===== config.mk =====
export PLATFORM = sky130hd
export DESIGN_NAME = spike_dispatcher
export DESIGN_NICKNAME = d
export VERILOG_FILES = /design/src/rtl/spike_dispatch_pkg.sv /design/src/rtl/spike_dispatcher_sat_counter.sv /design/src/rtl/spike_dispatcher.sv
export SDC_FILE = /design/constraint.sdc
export NUM_CORES = 1
export LEC_CHECK = 0
export CAP_MARGIN = 10
export CORE_MARGIN = 4
export CORE_UTILIZATION = 33
export CTS_BUF_LIST = sky130_fd_sc_hd__clkbuf_8
export CTS_CLUSTER_SIZE = 20
export DETAILED_ROUTE_END_ITERATION = 8
export GPL_TIMING_DRIVEN = 0
export PLACE_DENSITY_LB_ADDON = 0.05
export SYNTH_ARGS = -nofsm -noshare
export SYNTH_HDL_FRONTEND = slang
export SYNTH_HIERARCHICAL = 1
export SYNTH_SLANG_ARGS = --single-unit

===== constraint.sdc =====
create_clock -name clk -period 1.8 [get_ports clk]
set_input_delay 0.54 -clock clk [delete_from_list [all_inputs] [get_ports clk]]
set_output_delay 0.54 -clock clk [all_outputs]
set_load 0.005 [all_outputs]

===== src/rtl/spike_dispatch_pkg.sv =====
// spike_dispatch_pkg
//   Shared definitions for the spike dispatcher:
//   - state_t     : dispatcher FSM state encoding
//   - CNT_WIDTH   : width of the statistics counters
//   - marker_bit(): position of the timestep-marker flag in an event word
package spike_dispatch_pkg;

  typedef enum logic [1:0] {
    ST_IDLE = 2'd0,
    ST_EMIT = 2'd1,
    ST_TICK = 2'd2
  } state_t;

  localparam int CNT_WIDTH = 16;

  // The marker flag is always the most significant bit of the event word.
  function automatic int marker_bit(input int data_width);
    return data_width - 1;
  endfunction

endpackage


===== src/rtl/spike_dispatcher_sat_counter.sv =====
// sat_counter
//   Up-counter that sticks at all-ones instead of wrapping.
//   Ports:
//     clk        in  : clock, rising edge
//     rst        in  : synchronous active-high reset (clears count)
//     inc        in  : increment request (ignored once saturated)
//     load       in  : load load_value (takes priority over inc)
//     load_value in  : value to load
//     count      out : current count
module sat_counter #(
  parameter int WIDTH = 16
) (
  input  logic             clk,
  input  logic             rst,
  input  logic             inc,
  input  logic             load,
  input  logic [WIDTH-1:0] load_value,
  output logic [WIDTH-1:0] count
);

  always_ff @(posedge clk) begin
    if (rst) begin
      count <= '0;
    end else if (load) begin
      count <= load_value;
    end else if (inc && (count != '1)) begin
      count <= count + 1'b1;
    end
  end

endmodule


===== src/rtl/spike_dispatcher.sv =====
// spike_dispatcher
//   Pops event words from a show-ahead FIFO and expands each spike event into
//   FANOUT synapse addresses {nid, index}. Words with the MSB set are timestep
//   markers and produce a single-cycle tick pulse instead.
//
//   Optional feature: define SPIKE_DISPATCH_STATS_EN to build saturating
//   event/marker counters; otherwise event_count/tick_count are tied to 0.
//
//   Ports:
//     clk           in  : clock, rising edge
//     rst           in  : synchronous active-high reset
//     enable        in  : allows new events to be popped
//     fifo_empty    in  : upstream FIFO empty
//     fifo_rd_data  in  : upstream FIFO head word (show-ahead)
//     fifo_rd_en    out : pop strobe (combinational, IDLE only)
//     out_valid     out : synapse address valid
//     out_ready     in  : downstream accepts address
//     out_addr      out : {nid, index}
//     out_last      out : final index of the current event
//     tick          out : one-cycle timestep pulse
//     busy          out : FSM not in IDLE
//     event_count   out : popped spike events (stats build)
//     tick_count    out : popped markers (stats build)
//
//   FSM states:
//     state   | meaning
//     IDLE    | waiting for enable and a non-empty FIFO; pops on entry condition
//     EMIT    | presenting {nid, index}, advancing on each accepted address
//     TICK    | one-cycle tick pulse for a marker word
module spike_dispatcher
  import spike_dispatch_pkg::*;
#(
  parameter int DATA_WIDTH  = 32,
  parameter int NID_WIDTH   = 10,
  parameter int FANOUT_LOG2 = 4
) (
  input  logic                          clk,
  input  logic                          rst,
  input  logic                          enable,
  input  logic                          fifo_empty,
  input  logic [DATA_WIDTH-1:0]         fifo_rd_data,
  output logic                          fifo_rd_en,
  output logic                          out_valid,
  input  logic                          out_ready,
  output logic [NID_WIDTH+FANOUT_LOG2-1:0] out_addr,
  output logic                          out_last,
  output logic                          tick,
  output logic                          busy,
  output logic [CNT_WIDTH-1:0]          event_count,
  output logic [CNT_WIDTH-1:0]          tick_count
);

  localparam int MARKER_BIT = marker_bit(DATA_WIDTH);
  localparam logic [FANOUT_LOG2-1:0] LAST_IDX = '1;

  state_t                 state;
  logic [NID_WIDTH-1:0]   nid;
  logic [FANOUT_LOG2-1:0] index;
  logic                   pop;
  logic                   is_marker;
  logic                   unused_bits;

  // Pop is combinational so the head word is consumed in the same cycle it is
  // seen; reset gates it so nothing is lost while reset is held.
  assign pop        = !rst && (state == ST_IDLE) && enable && !fifo_empty;
  assign fifo_rd_en = pop;
  assign is_marker  = fifo_rd_data[MARKER_BIT];
  assign out_addr   = {nid, index};

  // Payload bits between the neuron ID and the marker flag carry nothing here.
  assign unused_bits = ^fifo_rd_data[DATA_WIDTH-2:NID_WIDTH];

  always_ff @(posedge clk) begin
    if (rst) begin
      state     <= ST_IDLE;
      nid       <= '0;
      index     <= '0;
      out_valid <= 1'b0;
      out_last  <= 1'b0;
      tick      <= 1'b0;
      busy      <= 1'b0;
    end else begin
      case (state)
        ST_IDLE: begin
          if (pop) begin
            busy <= 1'b1;
            if (is_marker) begin
              state <= ST_TICK;
              tick  <= 1'b1;
            end else begin
              state     <= ST_EMIT;
              nid       <= fifo_rd_data[NID_WIDTH-1:0];
              index     <= '0;
              out_valid <= 1'b1;
              // FANOUT_LOG2 >= 1, so index 0 is never the last one.
              out_last  <= 1'b0;
            end
          end
        end

        ST_EMIT: begin
          if (out_ready) begin
            if (out_last) begin
              state     <= ST_IDLE;
              out_valid <= 1'b0;
              out_last  <= 1'b0;
              busy      <= 1'b0;
            end else begin
              index    <= index + 1'b1;
              out_last <= (index == LAST_IDX - 1'b1);
            end
          end
        end

        ST_TICK: begin
          state <= ST_IDLE;
          tick  <= 1'b0;
          busy  <= 1'b0;
        end

        default: begin
          state     <= ST_IDLE;
          out_valid <= 1'b0;
          out_last  <= 1'b0;
          tick      <= 1'b0;
          busy      <= 1'b0;
        end
      endcase
    end
  end

`ifdef SPIKE_DISPATCH_STATS_EN
  sat_counter #(
    .WIDTH(CNT_WIDTH)
  ) u_event_cnt (
    .clk        (clk),
    .rst        (rst),
    .inc        (pop && !is_marker),
    .load       (1'b0),
    .load_value ({CNT_WIDTH{1'b0}}),
    .count      (event_count)
  );

  sat_counter #(
    .WIDTH(CNT_WIDTH)
  ) u_tick_cnt (
    .clk        (clk),
    .rst        (rst),
    .inc        (pop && is_marker),
    .load       (1'b0),
    .load_value ({CNT_WIDTH{1'b0}}),
    .count      (tick_count)
  );
`else
  assign event_count = '0;
  assign tick_count  = '0;
`endif

endmodule


# Word-level counts from Yosys, hierarchy flattened
# Cells that the tools add are included.
[word_totals] ff_bits=20
[op_classes] muxes=25 n_reduce_logical=13 eq_ne=9 addsub=1 n_bitwise=3
[ops] cell="4-bit two-way mux" count=4
[ops] cell="2-bit != test, second input constant" count=6
[ops] cell="1-bit two-way mux" count=11
[ops] cell="5-bit AND reduction" count=2
[ops] cell="3-bit AND reduction" count=3
[ops] cell="2-bit two-way mux" count=4
[ops] cell="4-bit one-hot mux with 2 select lines" count=1
[ops] cell="1-bit one-hot mux with 3 select lines" count=2
[ops] cell="4-bit by 1-bit adder with 4-bit output, second input constant" count=1
[ops] cell="4-bit equality test, second input constant" count=1
[ops] cell="1-bit one-hot mux with 2 select lines" count=2
[ops] cell="2-bit one-hot mux with 2 select lines" count=1
[ops] cell="4-bit AND reduction" count=1
[ops] cell="1-bit logical AND" count=3
[ops] cell="1-bit inverter" count=3
[ops] cell="2-bit by 1-bit equality test with 1-bit output, second input constant" count=1
[ops] cell="2-bit equality test, second input constant" count=1
[ops] cell="1-bit zero test" count=2
[ops] cell="2-bit zero test" count=1
[ops] cell="2-bit nonzero test" count=1

# Longest topological paths before layout
[depth] word_depth=6 depth_mapped=6 mapped_depth_nobuf=5

# Worst setup path after synthesis
# No wires, ideal clock.
[synth_path] kind="input -> output" startpoint="in fifo_empty" endpoint="out fifo_rd_en" slack_ns=-0.132 stages=4 t_required_ns=1.260 t_arrival_ns=1.392 n_path_buf=2 cell_sequence="or4b_4 > buf_6 > buf_8 > nor2_1"
[synth_via] elab_chain_len=2
[synth_rtl] element="start: declaration" line_no="spike_dispatcher.sv:40" text="input logic fifo_empty,"
[synth_rtl] element="1-bit zero test" line_no="spike_dispatcher.sv:65" text="assign pop = !rst && (state == ST_IDLE) && enable && !fifo_empty;"
[synth_rtl] element="1-bit logical AND" line_no="spike_dispatcher.sv:65"
[synth_rtl] element="end: declaration" line_no="spike_dispatcher.sv:42" text="output logic fifo_rd_en,"
# No other way between the ends.

# Worst setup path after layout
# Ends and elaborated chain as after synthesis.

==> flow_summary.yaml <==
die:
  core-area_um2: 3690
  dieHeight_um: 70.1
  ios: 88
  start_util_pct: 34.5
  die_area_um2: 4910
  num_rows: 22
  die_x_um: 70.1
status:
  violations: "setup timing"
  outcome: "finished with violations"
grt:
  busiest_layer: "met2"
  grtUsageMet3_pct: 2.73
  gr-usage-met1_pct: 14.4
  grt.total_usage_pct: 11.9
  grt_pass1_vias: 1086
  use_met2_pct: 21.1
  grt_max_degree: 11
  overflow: 0
  grt_pass1_wl_um: 4940
  antenna_found_initial: 0
routing:
  drt_pass1_iterations: 4
  wirelength_um: 2950
  drtIter0Drc: 35
  ant_nets: 0
  drc: 0
  vias: 1106
  vias_per_cell: 4.34
  avgRoutedWirePerCell_um: 11.6
synthesis:
  synth-seq-cells: 20
  netlist_area_um2: 1270
  ys_warn_count: 6
  yosysUniqueCellTypes: 40
  syn_inst: 138
  synth_seq_area_share_pct: 31.5
  avgSynthCellArea_um2: 9.21
placed_design:
  port_buffers: 32
  dpl-instance-area_um2: 1780
  gp_congestion: 0.792
  preCtsSetupSlack_ns: -1.16
  hpwl_um: 2300
sta:
  hold_viol: 0
  period_needed_ns: 1.95
  worst_slack_ns: -0.150
  rsz0062_at_grt: "true"
  fmax_mhz: 513
  tightest_slew_ns: 0.655
  finClkSkew_ns: 0.00260
  maxSlewHeadroom_pct: 56.3
  final-setup-viol-count: 1
  slew_violations: 0
  fin_crit_sh_pct: 108
layout:
  design_area_um2: 1840
  multi_input_area_um2: 672
  fin_nets: 248
  area_growth_pct: 45.0
  register_area_um2: 409
  fillCellCount: 374
  drive_gt1_share_pct: 30.9
  antenna_cells: 0
min_path:
  hold_path.startpoint: "nid[1]$_SDFFE_PP0P_"
  hold_path_class: "reg -> reg"
clock_tree:
  hold_buffers: 0
  cts_max_level: 1
  clock-sinks: 20
  clk_latency_ns: 0.25
  numCtsBuffers: 3
  clockRootBuffer: "clkbuf_8"
  cts_tree: "built"
  clock_path_buffers: 2
  path_clk_slew_ns: 0.07
job:
  maxCapViolations: 0
setup_path:
  cp-end-kind: "output pin"
  worst-path-max-fanout: 3
  setup.worst_path.start: "fifo_empty"
  required_ns: 1.26
  reg2reg_from: "state[0]$_SDFFE_PP0P_"
  criticalPathCategory: "in -> out"
  cp-start-kind: "primary input"
  arrival_ns: 1.41
pwr:
  power_density_nw_per_um2: 546
  ir_drop_mv: 0.271
  p_leak_nw: 0.852
==> sequential cells by signal, indices dropped and copies added, names as in the netlist <==
name       count
nid           10
state          2
index          4
out_valid      1
out_last       1
busy           1
tick           1
==> critical path: stages <==
cell,delay (ns)
buf_8,0.10
or4b_4,0.57
nor2_4,0.09
buf_2,0.11
==> cell type report <==
class                           instances  share of cell area, %
Inverter                                9                   1.83
Buffer                                 37                   14.5
Sequential cell                        20                   22.2
Multi-Input combinational cell        100                   36.5
Tap cell                               48                   3.26
Timing Repair Buffer                   38                   19.6
Clock buffer                            3                   2.24
==> metrics by stage <==
step,power (mW),setup TNS [ns],utilization [%],instances,hold WS [ns]
detailed placement,0.717,-7.11,48.1,249,0.450
floorplan,0.639,-0.102,-,169,0.452
global route,1.06,-0.174,50.0,255,0.487
finish,1.01,-0.150,50.0,255,0.464
CTS,1.01,-0.290,49.6,254,0.465
global placement,0.716,-6.58,48.1,249,0.452
==> repair_timing <==
action | in CTS | in global routing
pin swaps | 1 | 3
endpoints found under the hold margin | 0 | 0
cloned | 0 | 0
setup endpoints to repair | 16 | 5
gates resized for setup | 19 | 4
setup buffers | 4 | 2
==> cell usage after synthesis <==
| cell | n | area share (%) |
|---|---|---|
| buf_4 | 32 | 19 |
| dfxtp_1 | 20 | 31 |
| nand2_1 | 11 | 3.2 |
| inv_1 | 9 | 2.7 |
| nand4_1 | 6 | 3.0 |
| o211ai_2 | 6 | 5.9 |
| o211ai_1 | 4 | 2.4 |
| a21oi_1 | 3 | 1.2 |
| a311oi_1 | 3 | 2.1 |
| buf_6 | 3 | 2.7 |
| nor2_1 | 3 | 0.89 |
| buf_1 | 2 | 0.59 |
| clkbuf_1 | 2 | 0.59 |
| ha_1 | 2 | 2.0 |
| nand2b_1 | 2 | 0.98 |
| nand3_1 | 2 | 0.79 |
| nor2b_1 | 2 | 0.98 |
| o41ai_1 | 2 | 1.4 |
| o41ai_2 | 2 | 2.6 |
| or4b_4 | 2 | 2.2 |
| a211oi_4 | 1 | 1.6 |
| a221oi_1 | 1 | 0.69 |
| a22oi_1 | 1 | 0.59 |
| a31oi_1 | 1 | 0.49 |
| a41oi_1 | 1 | 0.69 |
| and3_1 | 1 | 0.49 |
| buf_8 | 1 | 1.2 |
| conb_1 | 1 | 0.29 |
| mux2_2 | 1 | 0.89 |
| mux2i_1 | 1 | 0.79 |
| nor3_1 | 1 | 0.39 |
| nor3_2 | 1 | 0.79 |
| nor3b_1 | 1 | 0.59 |
| nor4bb_1 | 1 | 0.79 |
| o21a_1 | 1 | 0.59 |
| o21ai_0 | 1 | 0.39 |
| o221a_1 | 1 | 0.89 |
| o22ai_1 | 1 | 0.49 |
| o31ai_1 | 1 | 0.59 |
| or2_2 | 1 | 0.49 |
==> cells by family (layout without fill, tap and decap cells) <==
group / after synthesis / count (layout) / synth area share (%)
mux: 2 / 2 / 1.67
compound gates: 30 / 30 / 22.4
fa+ha+maj: 2 / 2 / 1.97
flops: 20 / 20 / 31.5
other cells: 1 / 32 / 0.295
buf+inv: 49 / 87 / 26.6
simple gates: 34 / 34 / 15.6
==> final timing paths <==
kind	slack [ns]	cells after the start	end
worst min register to register	0.46	2	nid[1]$_SDFFE_PP0P_
worst max register to register	0.14	4	index[3]$_SDFFE_PP0P_
worst min-delay path	0.46	2	nid[1]$_SDFFE_PP0P_
worst max-delay path	-0.15	4	fifo_rd_en
==> layer usage <==
metal / wire length, um / vias up
met5: 0 / -
met4: 14 / 0
met3: 199 / 2
met2: 1430 / 37
met1: 1310 / 499
li1: - / 568
==> cell usage in the layout, fill, tap and decap left out, types with 2 or more instances in the layout <==
master,netlist,final
o211ai_2,6,6
nor2_1,3,2
clkbuf_8,0,3
nand4_1,6,6
a311oi_1,3,3
buf_4,32,38
dfxtp_1,20,17
ha_1,2,2
inv_1,9,9
nand2_1,11,11
o41ai_2,2,2
or4b_4,2,2
nand2b_1,2,2
conb_1,1,32
nor2b_1,2,2
o211ai_1,4,4
buf_2,0,2
buf_1,2,2
o41ai_1,2,2
nand3_1,2,2
dfxtp_4,0,2
a21oi_1,3,3
clkdlybuf4s50_1,0,29
clkbuf_1,2,2
==> report_power, final <==
part,total (mW),switching [mW],internal [mW]
combinational,0.248,0.113,0.135
clock,0.292,0.143,0.149
sequential,0.467,0.0104,0.456
(Power assumes the default switching activity.)
